`config.mk`:
```
export PLATFORM = sky130hd
export DESIGN_NAME = ahb3lite_write_master
export DESIGN_NICKNAME = d
export VERILOG_FILES = /design/src/rtl/ahb3lite_pkg.sv /design/src/rtl/ahb3lite_write_master.sv
export SDC_FILE = /design/constraint.sdc
export NUM_CORES = 1
export LEC_CHECK = 0
export BUFFER_PORTS_ARGS = -buffer_cell sky130_fd_sc_hd__buf_2
export CAP_MARGIN = 40
export CORE_UTILIZATION = 53
export DETAILED_ROUTE_END_ITERATION = 8
export PLACE_DENSITY_LB_ADDON = 0.3
export RECOVER_POWER = 25
export SLEW_MARGIN = 10
export SYNTH_ARGS = -nofsm -noshare
export SYNTH_HDL_FRONTEND = slang
export SYNTH_SLANG_ARGS = --single-unit
```
`constraint.sdc`:
```
create_clock -name HCLK -period 3.1 [get_ports HCLK]
set_clock_uncertainty 0.1 [all_clocks]
set_input_delay 0 -clock HCLK [delete_from_list [all_inputs] [get_ports HCLK]]
set_output_delay 0 -clock HCLK [all_outputs]
set_load 0.05 [all_outputs]
```
`src/rtl/ahb3lite_pkg.sv`:
```
// ahb3lite_pkg: AHB3-Lite transfer encodings and write-master state enum
package ahb3lite_pkg;
  typedef enum logic [1:0] {
    TR_IDLE   = 2'b00,
    TR_BUSY   = 2'b01,
    TR_NONSEQ = 2'b10,
    TR_SEQ    = 2'b11
  } htrans_t;
  typedef enum logic [2:0] {
    BURST_SINGLE = 3'b000,
    BURST_INCR   = 3'b001
  } hburst_t;
  typedef enum logic [2:0] {
    SIZE_BYTE = 3'b000,
    SIZE_HALF = 3'b001,
    SIZE_WORD = 3'b010
  } hsize_t;
  typedef enum logic [1:0] {
    IDLE,
    XFER,
    LAST,
    ERR
  } state_t;
endpackage

```
`src/rtl/ahb3lite_write_master.sv`:
```
// ahb3lite_write_master: drains a word stream into an AHB3-Lite SINGLE/INCR write burst
module ahb3lite_write_master
  import ahb3lite_pkg::*;
#(
  parameter int LEN_W = 8
) (
  input  logic             HCLK,
  input  logic             HRESETn,
  input  logic             cmd_valid,
  output logic             cmd_ready,
  input  logic [31:0]      cmd_addr,
  input  logic [LEN_W-1:0] cmd_len,
  input  logic [31:0]      wr_data,
  input  logic             wr_valid,
  output logic             wr_ready,
  output logic [31:0]      HADDR,
  output logic [31:0]      HWDATA,
  output logic             HWRITE,
  output logic [2:0]       HBURST,
  output logic [2:0]       HSIZE,
  output logic [1:0]       HTRANS,
  input  logic             HREADY,
  input  logic             HRESP,
  output logic             busy,
  output logic             done,
  output logic             error
);
  state_t state, state_nx;
  htrans_t trans;
  logic [31:0] addr;
  logic [LEN_W-1:0] left;
  logic first, single, done_q, run;
  logic cmd_acc, pop, err_hit;
  assign cmd_ready = (state == IDLE) && run;
  assign cmd_acc = cmd_ready && cmd_valid;
  // a beat is only offered while its data is available; a stalled source holds wr_valid
  assign trans = (state != XFER) ? TR_IDLE :
                 !wr_valid ? (first ? TR_IDLE : TR_BUSY) :
                 (first || addr[9:0] == 10'd0) ? TR_NONSEQ : TR_SEQ;
  assign pop = (trans == TR_NONSEQ || trans == TR_SEQ) && HREADY;
  assign err_hit = (state == XFER || state == LAST) && HRESP && !HREADY;
  always_comb begin
    state_nx = state;
    case (state)
      IDLE:    state_nx = (cmd_acc && cmd_len != '0) ? XFER : IDLE;
      XFER:    state_nx = err_hit ? ERR : (pop && left == LEN_W'(1)) ? LAST : XFER;
      LAST:    state_nx = err_hit ? ERR : HREADY ? IDLE : LAST;
      default: state_nx = IDLE;
    endcase
  end
  always_ff @(posedge HCLK or negedge HRESETn) begin
    if (!HRESETn) begin
      state  <= IDLE;
      run    <= 1'b0;
      done_q <= 1'b0;
      addr   <= '0;
      left   <= '0;
      first  <= 1'b0;
      single <= 1'b0;
      HWDATA <= '0;
    end else begin
      state  <= state_nx;
      run    <= 1'b1;
      done_q <= (cmd_acc && cmd_len == '0) || (state == LAST && HREADY);
      if (cmd_acc) begin
        addr   <= cmd_addr;
        left   <= cmd_len;
        first  <= 1'b1;
        single <= cmd_len == LEN_W'(1);
      end
      if (pop) begin
        addr   <= addr + 32'd4;
        left   <= left - LEN_W'(1);
        first  <= 1'b0;
        HWDATA <= wr_data;
      end
    end
  end
  assign HTRANS   = trans;
  assign HADDR    = addr;
  assign HWRITE   = state != IDLE;
  assign HBURST   = (state != IDLE && !single) ? BURST_INCR : BURST_SINGLE;
  assign HSIZE    = SIZE_WORD;
  assign wr_ready = pop;
  assign busy     = state != IDLE;
  assign done     = done_q;
  assign error    = state == ERR;
endmodule
```
### Word-level counts from Yosys, hierarchy flattened

Index checks and enable logic that the tools add are counted.

* word-level logic and storage cells: 57
* output and inout bits: 78
* register bits: 78
* input port bits: 78

* eq/ne operators: 8
* reduce and logical (&&, ||, !) cells: 22
* $add $sub $neg: 2
* mux-type cells: 17

Operators by type and width (number)
* $mux 32: 2
* $add 32x3->32 const B: 1
* $eq 8x1->1 const B: 2
* $mux 8: 2
* $mux 2: 6
* $logic_and 1x1->1: 10
* $logic_not 10->1: 1
* $eq 2x2->1 const B: 4
* $logic_not 8->1: 1
* $reduce_bool 8->1: 1
* $sub 8x1->8 const B: 1
* $mux 1: 6
* $pmux 2 s3: 1
* $logic_or 1x1->1: 4
* $reduce_bool 2->1: 2
* $eq 2x1->1 const B: 1
* $logic_not 1->1: 2
* $logic_not 2->1: 1
* $ne 2x1->1 const B: 1

### Depth between registers and ports, before layout

Gate-level depths: netlist of the first run.

* depth after elaboration: 12
* gate-level depth with buffers: 10
* gate-level depth less buffers: 8

### Worst setup path after synthesis of the first run

OpenSTA, ideal clock, no wires.

* kind: register to register
* from: reg addr[2], in the netlist HADDR[2]
* to: reg addr[28], in the netlist HADDR[28]
* path buffers: 0
* arrival time: 2.297 ns
* slack: 0.634 ns
* data required time: 2.930 ns
* cell stages (with the launch flop): 7
* library setup time: 0.070 ns
* clock period less this slack: 2.466 ns
* path through: dfrtp_1 ha_1 nand3_2 or3_4 or3_4 or4_1 nand3_1

* longest elaborated chain between the ends: 9
* elaborated cells between the ends (all ways): 12
* classes of those cells: 1 x add/sub; 2 x eq/ne; 4 x mux; 5 x reduce/logical

Ends and longest elaborated chain
* start: declaration: RTL line ahb3lite_write_master.sv:30 `logic [31:0] addr;`
* start signal: assignment: RTL line ahb3lite_write_master.sv:66 `addr <= cmd_addr;`
* start signal: assignment: RTL line ahb3lite_write_master.sv:72 `addr <= addr + 32'd4;`
* branches (longest 9 deep; another with $add 32x3->32)

Parallel ways; which one is timed is not known.
A chain may end at the register's enable or synchronous reset.

### Final worst setup path of the first run

* from: in cmd_len[1]
* to: reg single

* longest elaborated chain between the ends: 1

Ends and longest elaborated chain
* start: declaration: RTL line ahb3lite_write_master.sv:12 `input logic [LEN_W-1:0] cmd_len,`
* $eq 8x1->1: RTL line ahb3lite_write_master.sv:69 `single <= cmd_len == LEN_W'(1);`
* end signal: assignment: RTL line ahb3lite_write_master.sv:59 `single <= 1'b0;`
* end signal: assignment: RTL line ahb3lite_write_master.sv:69
* end: declaration: RTL line ahb3lite_write_master.sv:32 `logic first, single, done_q, run;`

No other way between the ends.

==> results.py, run 1 <==
metrics = {
    "setup_path": {
        "path_delay_family": "buffers and inverters",
        "worstPathRequired_ns": 3.28,
        "crit_cells": 8,
        "critPathKind": "in -> reg",
        "critPathCaptureType": "flop",
        "slowest_delay_ns": 0.59,
        "cp_max_fo": 3,
        "crit_arrival_ns": 2.82,
        "crit_top_cell": "dlygate4sd3_1",
        "ff2ff_path_depth": 6,
        "cp_num_buf_inv": 5,
        "startpoint_type": "primary input",
        "critPathSlowestCell": "dlygate4sd3_1",
        "reg2reg_slack_ns": 0.74,
        "worstPathCellList": "dlygate4sd3_1 -> buf_2 -> nor3_1 -> dlygate4sd3_1 -> nand2_1 -> dlygate4sd3_1 -> o21ai_0 -> dlygate4sd3_1",
    },
    "placed_design": {
        "place_area_um2": 4860,
        "dpl.hpwl_um": 7560,
        "routabilityCongestion": 0.853,
        "portBuffers": 150,
    },
    "clock_tree": {
        "htreeDepth": 3,
        "clkLatencyLatePin_ns": 0.35,
        "ctsHoldBuffers": 78,
        "numCtsBuffers": 9,
        "path_clk_slew_ns": 0.08,
        "post_cts_resized": 0,
        "cts.sinks": 78,
        "cts_tree": "built",
        "root_buffer": "clkbuf_8",
        "cts_setup_buffers": 0,
        "cts_max_path_buffers": 2,
    },
    "power": {
        "power_mw": 6.11,
        "p_seq_share_pct": 32.0,
        "internal_power_mw": 2.71,
        "p_per_area_nw_per_um2": 1050,
        "p_sw_share_pct": 55.7,
        "ir_worst_vdd_mv": 0.700,
        "p_comb_share_pct": 55.1,
        "cellLeakagePower_nw": 2.87,
        "clock_power_share_pct": 12.9,
        "p_switching_mw": 3.40,
    },
    "route": {
        "drt_drc_violations_left": 0,
        "post_drt_wl_per_cell_um": 16.1,
        "routed_wl_um": 12900,
        "ant_nets": 0,
        "drt_iter0_drc": 333,
        "vias_per_cell": 5.73,
        "via_count": 4585,
        "drtPass1Iterations": 5,
    },
    "synth": {
        "netlist_instances": 477,
        "synthDistinctLibCells": 53,
        "yosys_warnings": 0,
        "synth_enable_flop_cells": 0,
        "seq_area_frac_synth_pct": 48.5,
        "avgSynthCellArea_um2": 8.44,
        "ys_ff_latch": 78,
        "synth_area_leaders": "dfrtp_1 49%, nand2_1 13%, nor2_1 3.9%",
        "syn_area_um2": 4020,
        "synth_top_area_share_pct": 48.5,
        "ys.flop_type": "dfrtp_1",
        "synth.most_common_cell": "nand2_1",
        "synth_commonest_cells": "136 x nand2_1, 78 x dfrtp_1, 42 x nor2_1, 25 x a21oi_1, 20 x clkbuf_1",
        "synth_largest_area_cell": "dfrtp_1",
        "synthArstFlopShare_pct": 100,
    },
    "hold_path": {
        "hp-class": "in -> reg",
        "min_path_cells": 4,
    },
    "grt": {
        "antenna_found_initial": 0,
        "grt_pass1_vias": 4396,
        "grt_use_total_pct": 33.3,
        "grt_pass1_wl_um": 20300,
        "grt_max_degree": 53,
        "grt-ovfl-total": 0,
    },
    "cells_and_area": {
        "nets": 782,
        "drive_gt1_share_pct": 27.4,
        "antenna_cells": 0,
        "synthToLayoutAreaGrowth_pct": 44.9,
        "fin_area_um2": 5830,
    },
    "sta": {
        "setup_viol": 0,
        "rsz0062_at_grt": "no",
        "max-slew-margin-rel_pct": -32.8,
        "fin_crit_ns": 2.63,
        "fin_tns_setup_ns": 0,
        "hold_slack_ns": 0.0652,
        "drv_slew": 33,
        "fmaxAchievable_ghz": 0.380,
        "hold_viol": 0,
        "tightestPinTransition_ns": 1.99,
        "period_share_pct": 85.0,
    },
    "floorplan": {
        "dieArea_um2": 7950,
        "die_width_um": 89.1,
        "io_pins": 156,
        "num_rows": 31,
        "die_h_um": 89.1,
        "start_util_pct": 55.2,
        "fp.coreArea_um2": 7290,
    },
    "status": {
        "violations": "capacitance limit, slew limit",
        "status": "finished, violations left",
    },
    "job": {
        "cap_viol_max_count": 1,
    },
}
==> per-stage QoR <==
step / instances / util [%] / setup slack [ns]
2_1_floorplan: 481 / - / 0.634
3_3_place_gp: 704 / 66.1 / 0.884
3_5_place_dp: 706 / 66.6 / 0.811
4_1_cts: 800 / 80.0 / 0.529
5_1_grt: 800 / 80.0 / 0.363
6_report: 800 / 80.0 / 0.465
==> final timing paths <==
path	startpoint	to
setup / recovery	cmd_len[1]	single$_DFFE_PN0P_
hold / removal	HRESP	state[1]$_DFF_PN0_
setup reg to reg	HADDR[2]$_DFFE_PN0P_	HADDR[16]$_DFFE_PN0P_
hold reg to reg	HWDATA[1]$_DFFE_PN0N_	HWDATA[1]$_DFFE_PN0N_
max in group asynchronous	HRESETn	first$_DFFE_PN0P_
min in group asynchronous	HRESETn	HADDR[25]$_DFFE_PN0P_
==> metal layers <==
| metal | vias up | global-route usage, % | share of wire [%] |
|---|---|---|---|
| li1 | 2086 | - | - |
| met1 | 2194 | 40.5 | 40 |
| met2 | 256 | 55.4 | 49 |
| met3 | 49 | 6.46 | 7.2 |
| met4 | 0 | 19.5 | 4.0 |
| met5 | - | 0 | 0 |
==> cell type report <==
| type | count | area, um2 |
|---|---|---|
| clock buffers | 10 | 128 |
| clock inverters | 6 | 70.1 |
| fillers | 477 | 1460 |
| inverters | 11 | 41.3 |
| multi-input cells | 359 | 1900 |
| flip-flops and latches | 78 | 1950 |
| well taps | 99 | 124 |
| repair buffers | 237 | 1620 |
==> registers in the layout, summed over array words and instances (netlist names) <==
register  flops
done          1
first         1
single        1
HADDR        32
run           1
left          8
state         2
HWDATA       32
==> cell families after synthesis <==
family | Yosys count | share of synthesized area [%]
XOR/XNOR | 2 | 0.435
flip-flops | 78 | 48.5
other | 2 | 0.187
AO/OA/AOI/OAI | 87 | 14.3
AND/OR/NAND/NOR | 255 | 29.1
buffers and inverters | 44 | 4.79
multiplexers | 1 | 0.249
adder cells (fa/ha/maj) | 8 | 2.49
==> worst min-delay path: stages <==
cell and delay (ns):
buf_2 0.09, and3b_1 0.19, nor2_1 0.11, a211oi_1 0.08
==> placed cells by master, fill, tap and decap left out, types with 8 or more instances in the layout <==
cell type,instances
and3_1,9
a21oi_1,25
nand4_1,11
dfrtp_1,78
nand2_1,136
o21ai_0,19
nand3_1,13
buf_2,149
dlygate4sd3_1,78
clkbuf_8,9
buf_4,8
ha_1,8
inv_1,10
nor3_1,13
nor2_1,42
==> power groups by stage <==
| stage | clock (mW) | sequential (mW) | combinational (mW) |
|---|---|---|---|
| floorplan | 0 | 3.23 | 1.12 |
| global placement | 0 | 1.92 | 3.16 |
| detailed placement | 0 | 1.94 | 3.22 |
| CTS | 0.786 | 1.92 | 3.30 |
| global route | 0.832 | 2.02 | 3.60 |
| finish | 0.789 | 1.95 | 3.36 |
No activity file was read; power rests on OpenSTA's default activity.
==> run 2: changes to the inputs <==
CORE_UTILIZATION = 49   (was 53)
clock period = 2.65 ns   (was 3.1 ns; I/O delays follow)
==> results.py, run 2 (synthesized netlist as in run 1, its figures left out) <==
metrics = {
    "status": {
        "status": "finished, violations left",
        "violations": "capacitance limit, slew limit",
    },
    "power": {
        "p_per_area_nw_per_um2": 1200,
        "cellLeakagePower_nw": 2.89,
        "ir_worst_vdd_mv": 0.742,
        "power_mw": 7.03,
    },
    "grt": {
        "grt_use_total_pct": 29.5,
        "grt-ovfl-total": 0,
        "grt_max_degree": 75,
        "grt_pass1_vias": 4267,
        "grt_pass1_wl_um": 19800,
        "antenna_found_initial": 0,
    },
    "floorplan": {
        "die_h_um": 92.6,
        "io_pins": 156,
        "dieArea_um2": 8580,
        "start_util_pct": 51.3,
        "fp.coreArea_um2": 7850,
        "die_width_um": 92.6,
        "num_rows": 32,
    },
    "cells_and_area": {
        "final_common_cell": "buf_2",
        "nets": 785,
        "seq_area_um2": 1950,
        "drive_gt1_share_pct": 27.8,
        "fin_area_um2": 5860,
        "nFillCells": 595,
        "synthToLayoutAreaGrowth_pct": 45.5,
        "multi_input_comb_area_um2": 1900,
        "final_cell_mix": "149 x buf_2, 136 x nand2_1, 78 x dfrtp_1, 77 x dlygate4sd3_1, 42 x nor2_1",
        "antenna_cells": 0,
    },
    "sta": {
        "fin_crit_ns": 2.29,
        "tightestPinTransition_ns": 1.83,
        "fmaxAchievable_ghz": 0.437,
        "fin_tns_setup_ns": 0,
        "hold_viol": 0,
        "period_share_pct": 86.4,
        "drv_slew": 31,
        "hold_slack_ns": 0.0781,
        "rsz0062_at_grt": "no",
        "setup_viol": 0,
        "max-slew-margin-rel_pct": -21.9,
        "setup_slack_ns": 0.361,
    },
    "job": {
        "cap_viol_max_count": 1,
    },
    "placed_design": {
        "routabilityCongestion": 0.879,
        "dp_slack_ns": 0.430,
        "dpl.hpwl_um": 7960,
        "portBuffers": 150,
        "place_area_um2": 4900,
    },
    "route": {
        "drt_drc_violations_left": 0,
        "drt_iter0_drc": 230,
        "via_count": 4384,
        "vias_per_cell": 5.44,
        "drtPass1Iterations": 4,
        "routed_wl_um": 12400,
        "ant_nets": 0,
        "post_drt_wl_per_cell_um": 15.3,
    },
    "clock_tree": {
        "htreeDepth": 3,
        "root_buffer": "clkbuf_8",
        "cts_tree": "built",
        "cts_max_path_buffers": 2,
        "clkLatencyLatePin_ns": 0.34,
        "cts.sinks": 78,
        "numCtsBuffers": 9,
        "path_clk_slew_ns": 0.08,
        "post_cts_resized": 0,
    },
    "setup_path": {
        "startpoint": "HADDR[2]$_DFFE_PN0P_",
        "critPathKind": "reg -> reg",
        "r2r_start": "HADDR[2]$_DFFE_PN0P_",
        "critPathCaptureType": "flop",
        "startpoint_type": "flop",
        "worstPathRequired_ns": 2.83,
        "cp_max_fo": 8,
        "crit_arrival_ns": 2.46,
    },
    "hold_path": {
        "hp-class": "in -> reg",
        "hp-start": "cmd_valid",
    },
}
-- run 2: cell count changes in the layout (fill, tap and decap cells not counted), sizes merged, moves of 2 or more --
cell | before | now
buf | 158 | 162
clkbuf | 11 | 13
clkinv | 0 | 2
clkinvlp | 3 | 1
-- run 2: final timing paths --
check / cells after the start / endpoint / slack, ns
min in group asynchronous: 2 / left[3]$_DFFE_PN0P_ / 0.58
max in group asynchronous: 2 / HADDR[21]$_DFFE_PN0P_ / 0.81
setup reg to reg: 6 / HADDR[28]$_DFFE_PN0P_ / 0.36
hold reg to reg: 2 / HWDATA[11]$_DFFE_PN0N_ / 0.38
hold / removal: 5 / single$_DFFE_PN0P_ / 0.08
setup / recovery: 6 / HADDR[28]$_DFFE_PN0P_ / 0.36
-- run 2: layout make-up --
| type | count | area share, % |
|---|---|---|
| Clock buffer | 12 | 2.65 |
| Clock inverter | 4 | 0.513 |
| Timing Repair Buffer | 240 | 28.2 |
| Sequential cell | 78 | 33.3 |
| Multi-Input combinational cell | 359 | 32.4 |
| Inverter | 11 | 0.705 |
| Tap cell | 102 | 2.18 |
-- run 2: power by group --
| part | internal [mW] | switching [mW] | total, mW |
|---|---|---|---|
| Combinational | 1.01 | 2.90 | 3.91 |
| Sequential | 1.72 | 0.551 | 2.28 |
| Clock | 0.396 | 0.451 | 0.847 |
| Total | 3.13 | 3.90 | 7.03 |
-- run 2: metal layers --
| layer | part of all wire, % | track usage, % |
|---|---|---|
| met2 | 49 | 49.8 |
| met3 | 6.9 | 4.60 |
| met4 | 3.3 | 13.5 |
| met5 | 0 | 0 |
| met1 | 41 | 37.4 |
-- run 2: critical path: stages (launching register included) --
cell     delay [ns]
dfrtp_1        0.45
ha_1           0.24
nand3_2        0.17
or3_4          0.40
or3_4          0.36
or4_1          0.41
nand3_1        0.09
-- run 2: metrics by stage --
stage          std cells  utilization (%)
6_report             806             74.6
5_1_grt              806             74.6
4_1_cts              806             74.7
3_5_place_dp         713             62.5
3_3_place_gp         711             62.0
2_1_floorplan        481                -
-- run 2: repair_timing --
item / CTS / global route
hold buffers: 77 / 0
buffers inserted: 0 / 0
setup endpoints to repair: 0 / 0
endpoints found under the hold margin: 154 / 0
==> run 3: changes to the inputs <==
BUFFER_PORTS_ARGS = not set   (was -buffer_cell sky130_fd_sc_hd__buf_2)
CORE_UTILIZATION = 55   (was 49)
DONT_BUFFER_PORTS = 1   (was not set)
==> results.py, run 3 (synthesized netlist as in run 1, its figures left out) <==
metrics = {
    "cells_and_area": {
        "antenna_cells": 0,
        "fin_area_um2": 5350,
        "nets": 665,
        "synthToLayoutAreaGrowth_pct": 33.0,
        "nFillCells": 486,
        "seq_area_um2": 1950,
        "final_cell_mix": "136 x nand2_1, 82 x dlygate4sd3_1, 78 x dfrtp_1, 42 x nor2_1, 36 x buf_4",
        "multi_input_comb_area_um2": 1920,
        "drive_gt1_share_pct": 12.8,
        "final_common_cell": "nand2_1",
    },
    "grt": {
        "grt_max_degree": 79,
        "grt_pass1_vias": 4045,
        "grt-ovfl-total": 0,
        "grt_use_total_pct": 32.3,
        "antenna_found_initial": 0,
        "grt_pass1_wl_um": 19100,
    },
    "setup_path": {
        "crit_arrival_ns": 2.69,
        "startpoint_type": "flop",
        "cp_max_fo": 11,
        "ff2ff_path_depth": 8,
        "worstPathCellList": "inv_1 -> ha_1 -> nand3_4 -> buf_4 -> nor2_1 -> nand3_1 -> a211oi_1 -> dlygate4sd3_1",
        "critPathKind": "reg -> reg",
        "reg2reg_slack_ns": 0.14,
        "critPathCaptureType": "flop",
        "slowest_delay_ns": 0.59,
        "worstPathRequired_ns": 2.83,
        "r2r_start": "state[1]$_DFF_PN0_",
        "critPathSlowestCell": "dlygate4sd3_1",
        "rr_endpoint": "state[1]$_DFF_PN0_",
    },
    "status": {
        "violations": "capacitance limit, slew limit",
        "status": "finished, violations left",
    },
    "floorplan": {
        "die_width_um": 87.5,
        "dieArea_um2": 7660,
        "io_pins": 156,
        "fp.coreArea_um2": 6940,
        "num_rows": 30,
        "start_util_pct": 57.9,
        "die_h_um": 87.5,
    },
    "clock_tree": {
        "cts_max_path_buffers": 2,
        "htreeDepth": 3,
        "root_buffer": "clkbuf_8",
        "cts_setup_buffers": 0,
        "cts_tree": "built",
        "numCtsBuffers": 9,
        "cts.sinks": 78,
        "clkLatencyLatePin_ns": 0.35,
        "path_clk_slew_ns": 0.09,
    },
    "sta": {
        "hold_viol": 0,
        "tightestPinTransition_ns": 1.94,
        "fmaxAchievable_ghz": 0.398,
        "fin_tns_setup_ns": 0,
        "setup_slack_ns": 0.139,
        "max-slew-margin-rel_pct": -29.1,
        "rsz0062_at_grt": "no",
        "hold_slack_ns": 0.0195,
        "period_share_pct": 94.7,
        "drv_slew": 79,
        "fin_crit_ns": 2.51,
        "setup_viol": 0,
    },
    "power": {
        "cellLeakagePower_nw": 2.43,
        "power_mw": 6.95,
        "ir_worst_vdd_mv": 0.844,
        "p_per_area_nw_per_um2": 1300,
    },
    "hold_path": {
        "worstHoldEndpoint": "HADDR[23]$_DFFE_PN0P_",
        "min_path_cells": 5,
        "hp-class": "in -> reg",
        "hp-start": "cmd_valid",
    },
    "route": {
        "post_drt_wl_per_cell_um": 17.9,
        "drtPass1Iterations": 5,
        "drt_iter0_drc": 355,
        "vias_per_cell": 6.00,
        "drt_drc_violations_left": 0,
        "ant_nets": 0,
        "via_count": 4079,
        "routed_wl_um": 12200,
    },
    "placed_design": {
        "routabilityCongestion": 0.833,
        "portBuffers": 0,
        "place_area_um2": 4310,
        "dpl.hpwl_um": 7320,
        "dp_slack_ns": 0.397,
    },
    "job": {
        "cap_viol_max_count": 1,
    },
}
[run 3: changes by cell type in the layout (fill, tap and decap cells not counted), moves of 2 or more]
| cell | before | now |
|---|---|---|
| buf_4 | 11 | 36 |
| inv_8 | 0 | 2 |
| clkbuf_1 | 2 | 0 |
| dlygate4sd3_1 | 77 | 82 |
| clkbuf_8 | 11 | 9 |
| buf_2 | 149 | 0 |
[run 3: worst max-delay path: cells and delay by family, from the launching register on]
kind,cells,cell delay [ns]
compound gates,1,0.27
fa+ha+maj,1,0.29
buf+inv,3,0.91
flops,1,0.41
simple gates,3,0.47
[run 3: power breakdown]
part           switching [mW]  internal [mW]  leakage (nW)
Sequential               1.44           1.71         0.926
Combinational            1.99          0.878          1.40
Clock                   0.488          0.448        0.0993
[run 3: area by class of cell]
class / instances / area share, %
flip-flops and latches: 78 / 36.5
inverters: 11 / 0.771
clock inverters: 7 / 1.52
multi-input cells: 359 / 35.8
well taps: 96 / 2.24
clock buffers: 9 / 2.31
repair buffers: 120 / 20.9
[run 3: metrics by stage]
stage / utilization, % / std cells
6_report: 77.1 / 680
3_5_place_dp: 62.0 / 581
4_1_cts: 77.2 / 680
2_1_floorplan: - / 481
5_1_grt: 77.1 / 680
3_3_place_gp: 62.0 / 581
[run 3: worst max path at each step]
| stage | from | endpoint | slack [ns] |
|---|---|---|---|
| 4_1_cts | cmd_len[7] | single$_DFFE_PN0P_ | 0.07 |
| 5_1_grt | left[2]$_DFFE_PN0P_ | state[1]$_DFF_PN0_ | 0.04 |
| 3_3_place_gp | state[1]$_DFF_PN0_ | HADDR[17]$_DFFE_PN0P_ | 0.53 |
| 2_1_floorplan | HADDR[2]$_DFFE_PN0P_ | HADDR[28]$_DFFE_PN0P_ | 0.18 |
| 3_5_place_dp | state[1]$_DFF_PN0_ | HADDR[17]$_DFFE_PN0P_ | 0.40 |
| 6_report | state[1]$_DFF_PN0_ | state[1]$_DFF_PN0_ | 0.14 |
[run 3: repair_timing]
action | 4_1_cts | 5_1_grt
hold endpoints to repair | 154 | 2
setup endpoints to repair | 0 | 2
resized for setup | 0 | 3
hold buffers | 83 | 1
[run 3: layer usage]
layer | global-route usage (%) | up-vias | routed length [um]
met5 | 0 | - | 0
met4 | 11.8 | 0 | 293
met3 | 6.60 | 45 | 948
met2 | 57.6 | 225 | 6130
met1 | 38.7 | 1960 | 4800
li1 | - | 1849 | -
